[src/rtl/pt_enc_multi.sv]
// pt_enc_multi: parametrised PT2262-style tri-state remote-code encoder.
//
// Accepts a 2*N_TRITS-bit code word over a valid/ready handshake and sends it
// REPEAT times on q. Each frame is N_TRITS trit waveforms of 8 units followed
// by a 32-unit sync bit. Each unit is UNIT_CYCLES clocks long.
//
// Trit coding per 2-bit pair (MSB pair first):
//   00 = '0'    : H1 L3 H1 L3
//   01 = '1'    : H3 L1 H3 L1
//   10 = 'F'    : H1 L3 H3 L1
//   11 = open   : L8
// Sync: H1 L31.
//
// Handshake: a word transfers on any cycle where in_valid && in_ready. in_ready
// is high only in IDLE, and is driven purely by registered state. in_valid
// while busy is ignored and is not queued. The code word is captured on the
// transfer cycle, so later changes to `code` have no effect on the frame.
//
// Optional feature (macro PT_ENC_HOLD_EN): adds input `hold`. At the end of a
// frame, once REPEAT frames have been sent, hold=1 starts one more frame with
// the same latched code. hold is sampled only on the last SYNC cycle.
//
// Debug: dbg_state exposes the FSM state (0=IDLE, 1=TRIT, 2=SYNC).

module pt_enc_multi #(
  parameter int N_TRITS     = 12,
  parameter int UNIT_CYCLES = 4,
  parameter int REPEAT      = 4
) (
  input  logic                   clk,
  input  logic                   rst,
  input  logic                   in_valid,
`ifdef PT_ENC_HOLD_EN
  input  logic                   hold,
`endif
  output logic                   in_ready,
  input  logic [2*N_TRITS-1:0]   code,
  output logic                   q,
  output logic                   busy,
  output logic                   frame_done,
  output logic [1:0]             dbg_state
);

  // Counter widths: $clog2 of the count range, never narrower than 1 bit.
  localparam int TW = (N_TRITS > 1)     ? $clog2(N_TRITS)     : 1;
  localparam int CW = (UNIT_CYCLES > 1) ? $clog2(UNIT_CYCLES) : 1;
  localparam int RW = (REPEAT > 1)      ? $clog2(REPEAT)      : 1;

  localparam logic [TW-1:0] TRIT_LAST = TW'(N_TRITS - 1);
  localparam logic [CW-1:0] CYC_LAST  = CW'(UNIT_CYCLES - 1);
  localparam logic [RW-1:0] REP_LAST  = RW'(REPEAT - 1);
  localparam logic [4:0]    UNIT_TRIT_LAST = 5'd7;
  localparam logic [4:0]    UNIT_SYNC_LAST = 5'd31;

  typedef enum logic [1:0] {
    S_IDLE = 2'd0,
    S_TRIT = 2'd1,
    S_SYNC = 2'd2
  } state_t;

  // Current position in the frame. q shows the unit these registers point at.
  state_t               state;
  logic [2*N_TRITS-1:0] code_q;
  logic [TW-1:0]        trit_idx;
  logic [4:0]           unit_cnt;   // 0..7 in TRIT, 0..31 in SYNC
  logic [CW-1:0]        cyc_cnt;    // clocks inside the current unit
  logic [RW-1:0]        rep_cnt;    // saturates at REPEAT-1

  // Next position, computed one cycle ahead so q can be a plain register.
  state_t               n_state;
  logic [2*N_TRITS-1:0] n_code;
  logic [TW-1:0]        n_trit;
  logic [4:0]           n_unit;
  logic [CW-1:0]        n_cyc;
  logic [RW-1:0]        n_rep;
  logic                 n_q;
  logic                 n_frame_done;

  logic                 last_cyc;
  logic                 hold_cont;
  logic [2*N_TRITS-1:0] code_sh;
  logic [1:0]           trit_pair;
  logic [7:0]           trit_pat;

`ifdef PT_ENC_HOLD_EN
  assign hold_cont = hold;
`else
  assign hold_cont = 1'b0;
`endif

  assign last_cyc = (cyc_cnt == CYC_LAST);

  // Position sequencer: unit/cycle counting, trit stepping, repeat decision.
  always_comb begin
    n_state = state;
    n_code  = code_q;
    n_trit  = trit_idx;
    n_unit  = unit_cnt;
    n_cyc   = cyc_cnt;
    n_rep   = rep_cnt;
    case (state)
      S_IDLE: begin
        if (in_valid) begin
          n_state = S_TRIT;
          n_code  = code;
          n_trit  = '0;
          n_unit  = '0;
          n_cyc   = '0;
          n_rep   = '0;
        end
      end
      S_TRIT: begin
        if (last_cyc) begin
          n_cyc = '0;
          if (unit_cnt == UNIT_TRIT_LAST) begin
            n_unit = '0;
            if (trit_idx == TRIT_LAST) begin
              n_state = S_SYNC;
            end else begin
              n_trit = trit_idx + 1'b1;
            end
          end else begin
            n_unit = unit_cnt + 5'd1;
          end
        end else begin
          n_cyc = cyc_cnt + 1'b1;
        end
      end
      S_SYNC: begin
        if (last_cyc) begin
          n_cyc = '0;
          if (unit_cnt == UNIT_SYNC_LAST) begin
            n_unit = '0;
            if ((rep_cnt < REP_LAST) || hold_cont) begin
              // Next frame starts immediately, no idle gap.
              n_state = S_TRIT;
              n_trit  = '0;
              if (rep_cnt < REP_LAST) begin
                n_rep = rep_cnt + 1'b1;
              end
            end else begin
              n_state = S_IDLE;
            end
          end else begin
            n_unit = unit_cnt + 5'd1;
          end
        end else begin
          n_cyc = cyc_cnt + 1'b1;
        end
      end
      default: begin
        n_state = S_IDLE;
      end
    endcase
  end

  // Waveform lookup for the next position; trit 0 sits in the top pair.
  always_comb begin
    code_sh   = n_code << (2 * n_trit);
    trit_pair = code_sh[2*N_TRITS-1 -: 2];
    case (trit_pair)
      2'b00:   trit_pat = 8'b1000_1000;
      2'b01:   trit_pat = 8'b1110_1110;
      2'b10:   trit_pat = 8'b1000_1110;
      default: trit_pat = 8'b0000_0000;
    endcase
    case (n_state)
      S_TRIT:  n_q = trit_pat[~n_unit[2:0]];
      S_SYNC:  n_q = (n_unit == 5'd0);
      default: n_q = 1'b0;
    endcase
    n_frame_done = (n_state == S_SYNC) && (n_unit == UNIT_SYNC_LAST) &&
                   (n_cyc == CYC_LAST);
  end

  // State, counters and registered outputs; reset aborts any frame.
  always_ff @(posedge clk) begin
    if (rst) begin
      state      <= S_IDLE;
      code_q     <= '0;
      trit_idx   <= '0;
      unit_cnt   <= '0;
      cyc_cnt    <= '0;
      rep_cnt    <= '0;
      q          <= 1'b0;
      frame_done <= 1'b0;
    end else begin
      state      <= n_state;
      code_q     <= n_code;
      trit_idx   <= n_trit;
      unit_cnt   <= n_unit;
      cyc_cnt    <= n_cyc;
      rep_cnt    <= n_rep;
      q          <= n_q;
      frame_done <= n_frame_done;
    end
  end

  assign in_ready  = (state == S_IDLE);
  assign busy      = ~in_ready;
  assign dbg_state = state;

endmodule

[config.mk]
export PLATFORM = sky130hd
export DESIGN_NAME = pt_enc_multi
export DESIGN_NICKNAME = d
export VERILOG_FILES = /design/src/rtl/pt_enc_multi.sv
export SDC_FILE = /design/constraint.sdc
export NUM_CORES = 1
export LEC_CHECK = 0
export ABC_AREA = 1
export BUFFER_PORTS_ARGS = -buffer_cell sky130_fd_sc_hd__buf_4
export CAP_MARGIN = 10
export CORE_MARGIN = 5
export CORE_UTILIZATION = 35
export CTS_CLUSTER_DIAMETER = 40
export DETAILED_ROUTE_END_ITERATION = 8
export HOLD_SLACK_MARGIN = 0.1
export MAX_ROUTING_LAYER = met4
export PLACE_DENSITY = 0.57
export RECOVER_POWER = 100
export SLEW_MARGIN = 40
export SYNTH_ARGS = -nofsm -noshare
export SYNTH_HDL_FRONTEND = slang
export SYNTH_SLANG_ARGS = --single-unit
[constraint.sdc]
create_clock -name clk -period 2.8 [get_ports clk]
set_clock_uncertainty 0.15 [all_clocks]
set_input_delay 0.28 -clock clk [delete_from_list [all_inputs] [get_ports clk]]
set_output_delay 0.28 -clock clk [all_outputs]
set_load 0.02 [all_outputs]
# Word level (Yosys, flattened, before mapping)
# Cells that the tools add are included.
# totals
in_bits	27
reg_bits	41
# classes
n_bitwise	2
n_addsub	4
n_mux	36
magnitude_cmp	2
reduce_logical	8
eq_ne	16
shifts	1
# ops
op	count
$mux 24	2
$mux 4	7
$mux 5	5
$mux 2	12
$pmux 8 s3	1
$shl 24x5->24	1
$pmux 5 s3	1
$pmux 4 s3	1
$eq 2x2->1 const B	5
$eq 5x5->1 const B	2
$ne 2x2->1 const B	4
$pmux 2 s2	2
$eq 2x1->1 const B	3
$pmux 2 s3	1
$add 5x1->5 const B	1
$eq 5x3->1 const B	1
$logic_not 5->1	1
$reduce_and 5->1	1
$add 2x1->2 const B	2
$add 4x1->4 const B	1
$eq 4x4->1 const B	1
$logic_not 2->1	2
$lt 3x4->1 const B	1
$bmux 1 s3	1
other kinds (8)	10

# Logic depth before layout (Yosys ltp)
# Gate-level depths: netlist of the first run.
# logic_depth
depth_word	11
mapped_depth	23

# Worst setup path after synthesis of the first run
# Ideal clock, no wire load.
# synth_path
path_type	flip-flop to flip-flop
from	register state[0], in the netlist dbg_state[0]
to	register q
slack_ps	-339
path_stages_with_launch	21
synth_period_minus_slack_ps	3139
arrival_ps	2875
setup_time_ps	114
n_path_buf	1
path_cell_list	dfxtp_1 inv_1 ha_1 inv_2 nor2_1 nor2_2 inv_1 nand2_2 nand2_4 buf_8 inv_4 nor2_1 o211ai_2 nand2_2 ha_1 o21ai_0 a21oi_1 o21ai_0 inv_1 nand2_1 a21oi_2
# synth_via
elab_chain_len	8
elab_cells_between_ends	25
cone_classes	eq/ne (6); shift (1); mux (14); bitwise (1); reduce/logical (3)
# synth_rtl
element	line_no	rtl
start, declared	62	state_t state;
start signal, assigned	188	state <= n_state;
$logic_not 2->1 (*)	-	
via in_ready	36	output logic in_ready,
$pmux 4 s3 / $mux 24 (equally long branches)	101	case (state)
$shl 24x5->24	159	code_sh = n_code << (2 * n_trit);
$eq 2x2->1, or another cell as far along	161	case (trit_pair)
$pmux 8 s3	161	
$bmux 1 s3	168	S_TRIT: n_q = trit_pat[~n_unit[2:0]];
$mux 1 (not written as such)	168	
$pmux 1 s2 (*)	167	case (n_state)
end signal, assigned	194	q <= n_q;
end, declared	38	output logic q,
# Mark *: on every way through the listed nets, which the timed path passes. The rest lies on a longest branch. The select of a mux whose other input is x is not followed.
# A chain may end at the register's enable or synchronous reset.

# Worst setup path in the final report of the first run
# layout_path
from	register unit_cnt[1]
to	register q
# layout_via
elab_chain_len	10
elab_cells_between_ends	31
cone_classes	add/sub (1); eq/ne (6); shift (1); mux (20); bitwise (1); reduce/logical (2)
# layout_rtl
element	line_no	rtl
start, declared	65	logic [4:0] unit_cnt;
start signal, assigned	191	unit_cnt <= n_unit;
$eq 5x5->1 / $eq 5x3->1 (equally long branches)	132, 115	
$mux 4, on equally long branches	132, 115	
$mux 4, on equally long branches	130, 113	
$pmux 4 s3	101	
$shl 24x5->24	159	
$eq 2x2->1, or another cell as far along	161	
$pmux 8 s3	161	
$bmux 1 s3	168	
$mux 1 (not written as such)	168	
$pmux 1 s2 (*)	167	
# Mark *: on every way between the ends. The rest lies on a longest branch, timed or not. The select of a mux whose other input is x is not followed.

==> results by group, run 1 <==
Run status
  – Run status: finished, violations left
  – Failing checks: negative setup slack

Global route
  – Total Routing Usage GR: ~15%
  – First-pass GRT wire length: ~11 mm
  – Largest net degree at the start of global routing: 41
  – Number of global-route vias before repair: roughly 2400
  – Initial antenna violation count: 0
  – Grt total ovfl: 0

Die
  – Die height: 93.7 µm
  – Core area: around 6800 µm²
  – Initial Utilization: 36.1%
  – Die X: between 90 and 100 µm
  – Row Count: 30
  – I/O Pins: 33
  – Die Footprint: 8780 µm²

Finish
  – Layout Utilization: between 40% and 50%
  – Share of cells above drive strength 1: between 30% and 40%
  – Design area: between 3000 and 4000 µm²
  – Most common cell after layout, fill and taps aside: buf_4
  – Register Area: 827 µm²
  – Multi-input combinational cell area: roughly 1500 µm²
  – Most frequent cells in the layout: 64 x buf_4, 62 x inv_1, 49 x nor2_1
  – Number of diodes: 0
  – Syn-to-layout area delta: 37.8%
  – Fillers: 697
  – Nets: roughly 460

STA
  – Fin Hold WS: between 100 and 150 ps
  – Setup WS post-layout: -40.4 ps
  – FMAX: 352 MHz
  – Final Slew Violations: 0
  – Fin. Hold Viols: 0
  – RSZ-0062 raised after global routing: true
  – Tmin final: 2840 ps
  – Worst-margin pin slew: 429 ps
  – Rel. slew slack: 71.3%
  – Setup violation total in the final timing report: 1
  – Tcrit/Tclk final: 101%

Route
  – DRC Markers: 0
  – DR WL met2: around 2.9 mm
  – Top sig layer: met4
  – M1 WL: roughly 2.8 mm
  – Via density: around 4.6
  – Routed wire per std cell: between 10 and 15 µm
  – Post-DRT Antenna Nets: 0
  – WL met3: 183 µm
  – Via count: between 2000 and 2500
  – Initial detailed-routing violation count: 53
  – DR pass1 iterations: 4
  – Routed wire length: about 6 mm

Yosys
  – Mapped Area: around 2500 µm²
  – Cell taking the most area after synthesis: dfxtp_1
  – Synth unique cells: 40
  – Post-synth top area share: 33.5%
  – Area contributors post-synth: dfxtp_1 33%, inv_1 9.9%, nand2_1 7.8%, nor2_1 7.7%, ha_1 6.6%
  – Sequential share of the synthesized area: between 30% and 40%
  – Syn nets: about 400
  – Register bit total from synthesis: 41
  – Ys flop type: dfxtp_1
  – Post-synthesis instance total: around 350
  – FFs w/ async S/R, synth: 0%
  – Syn. warnings: 0
  – Post-synth EDFFs: 0
  – Mean Syn Cell Area: 6.99 µm²

Pwr
  – Max VDD drop: 0.192 mV
  – Pleak: between 1.5 and 2 nW
  – Final Power: 1.28 mW
  – P per Cell Area: 377 nW/µm²

Clock network
  – Clk_lat worst skew: roughly 290 ps
  – CTS clk-pin slew, worst paths: approximately 90 ps
  – H-tree depth: 2
  – Clk sinks: 41
  – Root buf cell: clkbuf_8
  – CTS tree: yes
  – CTS max path bufs: 2
  – Number of CTS-inserted buffers: 5

Placed design
  – Post-place instance area: about 3000 µm²
  – Worst slack at placement: -138 ps
  – Placer Congestion: roughly 0.95
  – PortBufs: 32
  – DP HPWL: about 4.5 mm

Worst hold path
  – Min-delay worst type: in -> reg

Worst setup path
  – CP required: 2890 ps
  – CP Launch Type: register
  – Setup CP Type: reg -> reg
  – Arrival @ worst endpoint: 2930 ps
  – Crit-path max FO: 8
  – Crit. End Element: register

Run
  – Max-Cap Viols: 0
final timing paths:
check                    end   startpoint  cells after the start  slack, ps
setup / recovery           q  unit_cnt[1]                     22        -40
setup reg to reg           q  unit_cnt[1]                     22        -40
hold / removal    code_q[23]     code[23]                      3        110
hold reg to reg   rep_cnt[1]   rep_cnt[1]                      2        320
critical path, cell delays in order, from the launching register on:
cell	delay, ps
dfxtp_2	350
ha_4	170
nand2_4	70
nor2_4	40
ha_4	170
a31oi_4	200
inv_2	80
nand3_2	80
nand2_4	110
buf_6	150
nand3b_1	80
nand3_1	120
nand3_2	90
nand2_1	60
nand2_1	70
nand2_2	90
ha_4	270
o21ai_2	40
a21oi_1	110
o21ai_1	70
inv_1	50
nand2_1	60
a21oi_2	120
layer usage:
metal	vias to the layer above	track usage [%]
li1	1271	-
met1	1076	17.3
met2	44	26.6
met3	11	3.21
met4	0	5.29
met5	-	-
flip-flops by register name (all words and copies together), names as in the netlist:
name        count
cyc_cnt         2
dbg_state       2
rep_cnt         2
trit_idx        4
unit_cnt        5
code_q         24
q               1
frame_done      1
layout make-up:
type	count	area share, %
Clock buffer	5	2.04
Clock inverter	3	0.519
Inverter	68	7.78
Multi-Input combinational cell	233	44.1
Sequential cell	41	24.5
Tap cell	96	3.56
Timing Repair Buffer	75	17.6
through the flow:
stage          std cells  TNS, ps
6_report             521    -40.4
5_1_grt              521     -196
4_1_cts              519        0
3_5_place_dp         501     -138
3_3_place_gp         501    -75.5
2_1_floorplan        351        0
cell usage after synthesis (2+ instances only):
library cell	n
inv_1	65
nand2_1	51
nor2_1	50
dfxtp_1	41
nand3_1	29
o21ai_0	25
ha_1	13
mux2i_1	10
a21oi_1	6
o21ai_1	6
clkbuf_1	5
nand2_2	5
a31oi_1	4
a21oi_2	3
a32oi_1	3
nand2_4	3
nand3b_1	3
nand4_1	3
buf_2	2
inv_2	2
nor3_1	2
o211ai_1	2
cells by family (layout without fill, tap and decap cells):
group                      after synthesis  in the layout  synth area share [%]
muxes                                   10             10                  4.08
DFF                                     41             41                  33.5
buffers and inverters                   78            151                  12.9
xor gates and xnor gates                 1              1                 0.357
AOI/OAI and AO/OA                       56             56                  13.7
adders and majority gates               13             13                  6.63
and+or+nand+nor                        152            153                  28.8
where the power goes:
| group | leakage, nW | internal (mW) | switching (mW) |
|---|---|---|---|
| Combinational | 1.22 | 0.124 | 0.147 |
| Clock | 0.0439 | 0.172 | 0.209 |
| Sequential | 0.338 | 0.615 | 0.00928 |
repair_timing:
action                                  CTS  global route
gates cloned                              1             0
endpoints found under the setup margin    1             1
hold buffers                              4             0
pin swaps                                18            24
endpoints found under the hold margin     4             0
setup buffers                             5             2
gates resized for setup                  15            21
Power figures use the tool's default switching activity.
==> run 2: changes to the inputs <==
--- a/config.mk
+++ b/config.mk
@@ -8,12 +8,11 @@
 export ABC_AREA = 1
 export BUFFER_PORTS_ARGS = -buffer_cell sky130_fd_sc_hd__buf_4
 export CAP_MARGIN = 10
-export CORE_MARGIN = 5
+export CORE_MARGIN = 2
 export CORE_UTILIZATION = 35
 export CTS_CLUSTER_DIAMETER = 40
 export DETAILED_ROUTE_END_ITERATION = 8
 export HOLD_SLACK_MARGIN = 0.1
-export MAX_ROUTING_LAYER = met4
 export PLACE_DENSITY = 0.57
 export RECOVER_POWER = 100
 export SLEW_MARGIN = 40
==> run 2 against run 1 <==
Net effect: the flow still finishes with violations (negative setup slack); register-to-register slack hardly changed; cell area increased by 2.2%; cell count up 0.58%; worst hold slack got worse by 9.8 ps; wire length increased by 8.6%; sequential share of layout area down 0.49 points; non-clock buffer count up 3; sequential cell count is the same; sequential power hardly changed; clock-buffer cell count up 2; highest routed layer unchanged.
==> results by group, run 2 (synthesis results as in run 1) <==
Run status
  – Run status: finished, violations left
  – Failing checks: negative setup slack

Worst hold path
  – Min-delay worst type: in -> reg
  – Hold Path Stages: 3

Worst setup path
  – Worst Setup SP: dbg_state[1]
  – Worst setup path endpoint: q
  – Crit path largest cell delay: roughly 350 ps
  – Crit-path most repeated cell: nand3_1
  – CP max-delay cell: dfxtp_2
  – Arrival @ worst endpoint: a little under 3000 ps
  – Setup CP Type: reg -> reg
  – CP Buf/Inv Count: 6
  – Critical Path, Cell by Cell: inv_1 > ha_4 > inv_1 > nor2_1 > nand2_1 > o21ai_4 > inv_4 > nand3_1 > nand3_1 > nand2_2 > nand2_4 > buf_4 > buf_4 > buf_4 > nand3_1 > nand3_1 > nand2_1 > nand2_1 > a21oi_2
  – R2R setup slack: -50 ps
  – Crit-path max FO: 7
  – Worst path depth: 19
  – R2r startpoint: dbg_state[1]
  – CP required: 2890 ps
  – Crit-path leading delay family: simple AND/OR/NAND/NOR gates
  – CP Launch Type: register
  – FF-to-FF path depth: 19
  – Crit. End Element: register
  – RR Endpoint: q

Global route
  – Grt total ovfl: 0
  – Initial antenna violation count: 0
  – Number of global-route vias before repair: around 2400
  – Total Routing Usage GR: 16.5%
  – Grt met3 use: between 3 and 4%
  – Routing usage on met2: 30.5%
  – First-pass GRT wire length: 10.1 mm
  – Largest net degree at the start of global routing: 41
  – GRT met1 Usage: about a fifth
  – GRT Max-Usage Layer: met2

Route
  – Via count: roughly 2500
  – Routed wire length: around 6.5 mm
  – DRC Markers: 0
  – Routed wire per std cell: between 10 and 15 µm
  – Via density: ~4.7
  – DR pass1 iterations: 4
  – Initial detailed-routing violation count: 74
  – Post-DRT Antenna Nets: 0

Finish
  – Most common cell after layout, fill and taps aside: buf_4
  – Share of cells above drive strength 1: a little under a third
  – Largest reg by FF count: code_q
  – Design area: 3450 µm²
  – Syn-to-layout area delta: 40.8%
  – Max reg flops: 24
  – Biggest regs: code_q (24), unit_cnt (5), trit_idx (4)
  – Number of standard cells in the layout, taps in and fillers out: 524
  – Number of diodes: 0
  – Most frequent cells in the layout: 67 x buf_4, 63 x inv_1, 47 x nor2_1
  – Nets: roughly 470
  – Layout Utilization: 50.8%

Clock network
  – CTS max path bufs: 2
  – CTS tree: yes
  – Number of CTS-inserted buffers: 5
  – Clk sinks: between 40 and 50
  – Root buf cell: clkbuf_8
  – CTS clk-pin slew, worst paths: about 80 ps
  – Clk_lat worst skew: 300 ps
  – H-tree depth: 2

Placed design
  – Worst slack at placement: -51.5 ps
  – Post-place instance area: 3050 µm²
  – Inst Count DP: between 500 and 600
  – DP HPWL: roughly 4.5 mm
  – PortBufs: 32
  – Placer Congestion: 0.857

Pwr
  – Pleak: between 1.5 and 2 nW
  – Clock Power Share: between 30% and 40%
  – Combinational fraction of design power: 20.8%
  – Sequential Power Share: between 40 and 50%
  – Final Power: roughly 1.4 mW
  – P per Cell Area: around 410 nW/µm²
  – Net Sw Frac: a little over a quarter
  – Internal power: ~1.0 mW
  – Switching power: approximately 0.38 mW
  – Max VDD drop: approximately 0.27 mV

Die
  – Core area: roughly 6800 µm²
  – Initial Utilization: about 36%
  – I/O Pins: 33
  – Die X: about 88 µm
  – Row Count: 30
  – Die height: ~88 µm
  – Die Footprint: ~7700 µm²

STA
  – Fin. Hold Viols: 0
  – RSZ-0062 raised after global routing: true
  – Setup tns final: -45.1 ps
  – Tcrit/Tclk final: 102%
  – Setup violation total in the final timing report: 1
  – Final Slew Violations: 0
  – Worst-margin pin slew: about 430 ps
  – FMAX: ~350 MHz
  – Tmin final: 2850 ps
  – Setup WS post-layout: -45.1 ps
  – Rel. slew slack: 71.1%
  – Fin Hold WS: about 100 ps

Run
  – Max-Cap Viols: 0
[run 2: cell count changes in the layout (fill, tap and decap cells not counted), moves of 3 or more]
cell / delta
nand3_2: -3
buf_4: +3
nor2_2: +3
o21ai_1: +4
o21ai_0: -4
[run 2: what timing repair did]
action / CTS / global route
endpoints found under the hold margin: 3 / 1
buffers inserted: 4 / 4
setup endpoints to repair: 1 / 1
resized for setup: 7 / 33
hold buffers: 3 / 1
gates cloned: 1 / 1
pin swaps: 6 / 14
[run 2: metal layers]
layer  wire length (µm)  vias up
li1                   -     1275
met1               2960     1112
met2               3210       58
met3                243       11
met4                127        0
met5                  0        -
[run 2: final cells by class]
class | count | area [µm²]
tap | 96 | 120
clock buffer | 7 | 86.3
timing repair buffer | 78 | 622
fill | 686 | 3340
clock inverter | 1 | 30.0
inverter | 68 | 263
multi-input combinational | 233 | 1500
sequential | 41 | 828
[run 2: worst min path at each step]
stage / slack (ps) / end / startpoint
6_report: 100 / code_q[1] / code[1]
2_1_floorplan: 210 / cyc_cnt[0] / rst
5_1_grt: 120 / code_q[14] / code[14]
3_5_place_dp: 330 / rep_cnt[1] / rep_cnt[1]
4_1_cts: 100 / code_q[22] / code[22]
3_3_place_gp: 310 / rep_cnt[1] / rep_cnt[1]
[run 2: tightest hold or removal path, cell delays in order]
cell,delay (ps)
buf_4,70
o21ai_1,80
nor2_1,80
[run 2: power by group through the flow]
stage	clock, mW	sequential [mW]	combinational, mW
2_1_floorplan	0	0.639	0.155
3_3_place_gp	0	0.637	0.254
3_5_place_dp	0	0.638	0.256
4_1_cts	0.514	0.624	0.269
5_1_grt	0.532	0.628	0.330
6_report	0.502	0.625	0.296
==> run 3: changes to the inputs <==
--- a/config.mk
+++ b/config.mk
@@ -5,7 +5,6 @@
 export SDC_FILE = /design/constraint.sdc
 export NUM_CORES = 1
 export LEC_CHECK = 0
-export ABC_AREA = 1
 export BUFFER_PORTS_ARGS = -buffer_cell sky130_fd_sc_hd__buf_4
 export CAP_MARGIN = 10
 export CORE_MARGIN = 2
@@ -13,7 +12,7 @@
 export CTS_CLUSTER_DIAMETER = 40
 export DETAILED_ROUTE_END_ITERATION = 8
 export HOLD_SLACK_MARGIN = 0.1
-export PLACE_DENSITY = 0.57
+export PLACE_DENSITY_LB_ADDON = 0.12
 export RECOVER_POWER = 100
 export SLEW_MARGIN = 40
 export SYNTH_ARGS = -nofsm -noshare
==> run 3 against run 2 <==
Net effect: the flow still finishes with violations (negative setup slack); area after synthesis grew 6.3%; synthesized cell count is 11% lower; critical path type unchanged; non-clock buffer count rose by 56; wire length is 10% higher.
==> results by group, run 3 <==
Yosys
  – Main combinational cell family by area after synthesis: compound AO/OA/AOI/OAI gates
  – Syn nets: 354
  – Post-Synth Adder-Cell Area: 6.24%
  – Most frequent cell after synthesis: nand2_1
  – Mapped Area: between 2000 and 3000 µm²
  – Synth unique cells: 54
  – Sequential share of the synthesized area: 31.5%
  – Top cells by count, synth: 56 x nand2_1, 41 x dfxtp_1, 35 x a21oi_1, 17 x nor2_1
  – Cell taking the most area after synthesis: dfxtp_1
  – Post-synthesis simple-gate area fraction: 22.9%
  – FFs w/ async S/R, synth: 0%
  – Multiplexer area fraction after synthesis: a little under a tenth
  – Mean Syn Cell Area: ~8.3 µm²
  – Post-synthesis instance total: about 310
  – Area contributors post-synth: dfxtp_1 31%, nand2_1 8.1%, a21oi_1 6.7%, ha_1 6.2%, mux2i_1 5.0%
  – Register bit total from synthesis: a little over 40
  – Post-synth top area share: between 30% and 40%
  – Post-synth EDFFs: 0
  – Xor and xnor fraction of the mapped netlist area: 0%
  – Ys flop type: dfxtp_1
  – Post-synthesis compound-gate area fraction: around 24%
  – Syn. warnings: 0

Global route
  – Largest net degree at the start of global routing: a little over 40
  – Initial antenna violation count: 0
  – Grt total ovfl: 0
  – Total Routing Usage GR: a little under a fifth
  – Number of global-route vias before repair: about 2700
  – First-pass GRT wire length: between 10 and 15 mm

Finish
  – Layout Utilization: between 50% and 60%
  – Design area: between 3000 and 4000 µm²
  – Share of cells above drive strength 1: about a third
  – Nets: around 480
  – Number of standard cells in the layout, taps in and fillers out: roughly 540
  – Largest reg by FF count: code_q
  – Fillers: about 700
  – Most common cell after layout, fill and taps aside: buf_4
  – Biggest regs: code_q (24), unit_cnt (5), trit_idx (4)
  – Max reg flops: 24
  – Syn-to-layout area delta: 48.7%
  – Most frequent cells in the layout: 102 x buf_4, 56 x nand2_1, 38 x dfxtp_1
  – Number of diodes: 0

Placed design
  – Inst Count DP: between 500 and 600
  – PortBufs: 32
  – Post-place instance area: around 3500 µm²
  – DP HPWL: between 5 and 6 mm
  – Worst slack at placement: -930 ps
  – Placer Congestion: between 0.8 and 0.9

STA
  – Final Slew Violations: 0
  – Fin. Hold Viols: 0
  – RSZ-0062 raised after global routing: true
  – Worst-margin pin slew: 444 ps
  – Tmin final: 3630 ps
  – Tcrit/Tclk final: 130%
  – Setup tns final: -826 ps
  – Setup violation total in the final timing report: 1
  – Setup WS post-layout: -826 ps
  – FMAX: roughly 280 MHz
  – Fin Hold WS: between 100 and 150 ps
  – Rel. slew slack: 70.1%

Die
  – Die height: 90.3 µm
  – Core area: ~7200 µm²
  – Die X: approximately 90 µm
  – Row Count: 31
  – I/O Pins: 33
  – Die Footprint: a little over 8000 µm²
  – Initial Utilization: between 30% and 40%

Clock network
  – CTS tree: yes
  – CTS max path bufs: 2
  – Clk_lat worst skew: approximately 300 ps
  – H-tree depth: 2
  – Number of CTS-inserted buffers: 5
  – CTS clk-pin slew, worst paths: roughly 90 ps
  – Root buf cell: clkbuf_8
  – Clk sinks: 41

Worst setup path
  – Setup CP Type: reg -> reg
  – CP Launch Type: register
  – Worst setup path endpoint: q
  – Crit. End Element: register
  – R2r startpoint: unit_cnt[0]
  – Crit-path max FO: 6
  – R2R setup slack: -830 ps
  – Worst Setup SP: unit_cnt[0]
  – RR Endpoint: q
  – Arrival @ worst endpoint: roughly 3700 ps
  – FF-to-FF path depth: 18
  – CP required: 2870 ps

Route
  – DR pass1 iterations: 5
  – Routed wire per std cell: 13.5 µm
  – Via density: slightly above 5
  – Via count: ~2700
  – Post-DRT Antenna Nets: 0
  – DRC Markers: 0
  – Initial detailed-routing violation count: approximately 130
  – Routed wire length: a little over 7 mm

Pwr
  – Clock Power Share: 30.5%
  – Sequential Power Share: 47.1%
  – P per Cell Area: about 340 nW/µm²
  – Combinational fraction of design power: about 22%
  – Pleak: roughly 1.8 nW
  – Final Power: about 1.3 mW
  – Internal power: 0.938 mW
  – Net Sw Frac: just under 30%
  – Switching power: between 0.3 and 0.4 mW
  – Max VDD drop: ~0.26 mV

Worst hold path
  – Min-delay worst type: in -> reg

Run status
  – Failing checks: negative setup slack
  – Run status: finished, violations left

Run
  – Max-Cap Viols: 0
[run 3: critical path, cell delays in order (launching register included)]
cell and delay, ps:
dfxtp_2 360, ha_4 130, and3_4 170, ha_4 140, nand3b_4 80, a211o_4 360, buf_6 140, buf_6 110
o211a_1 210, a221o_1 300, a21oi_2 140, o32a_1 200, nand3_4 100, ha_4 270, o21ba_4 140, a211oi_2 150
o31a_1 160, o21ai_2 60, a311oi_2 170
[run 3: worst min path at each step]
stage,from,to,slack [ps],cells after the start
after floorplan,rst,cyc_cnt[0],210,1
after global placement,code_q[13],code_q[13],290,2
after detailed placement,code_q[11],code_q[11],300,2
after CTS,code[23],code_q[23],110,3
after global routing,code[23],code_q[23],100,3
final,code[23],code_q[23],110,3
[run 3: cells by family after synthesis]
| family | Yosys count |
|---|---|
| buffers and inverters | 32 |
| AND/OR/NAND/NOR | 120 |
| flip-flops | 41 |
| adder cells (fa/ha/maj) | 13 |
| AO/OA/AOI/OAI | 89 |
| multiplexers | 19 |
[run 3: area by class of cell]
cell class	count	area [µm²]	share of cell area (%)
well taps	99	124	3.19
inverters	12	45.0	1.16
multi-input cells	241	1740	44.9
flip-flops and latches	41	827	21.3
repair buffers	134	1060	27.2
clock inverters	3	16.3	0.419
clock buffers	5	68.8	1.77
[run 3: power by group through the flow]
| stage | Clock, mW | Combinational (mW) | Sequential, mW |
|---|---|---|---|
| 2_1_floorplan | 0 | 0.150 | 0.634 |
| 3_3_place_gp | 0 | 0.272 | 0.635 |
| 3_5_place_dp | 0 | 0.275 | 0.635 |
| 4_1_cts | 0.411 | 0.305 | 0.622 |
| 5_1_grt | 0.442 | 0.326 | 0.626 |
| 6_report | 0.402 | 0.296 | 0.622 |
[run 3: repair_timing]
item	CTS	global route
pin swaps	9	5
buffers inserted	3	1
setup endpoints to repair	1	3
hold buffers	21	0
endpoints found under the hold margin	21	0
gates resized for setup	6	6
[run 3: layer usage]
| metal | vias up | part of all wire, % | global-route usage, % |
|---|---|---|---|
| met1 | 1296 | 46 | 23.6 |
| met5 | - | 0 | 0 |
| met2 | 57 | 48 | 31.0 |
| li1 | 1378 | - | - |
| met3 | 14 | 3.6 | 2.67 |
| met4 | 0 | 2.4 | 7.05 |
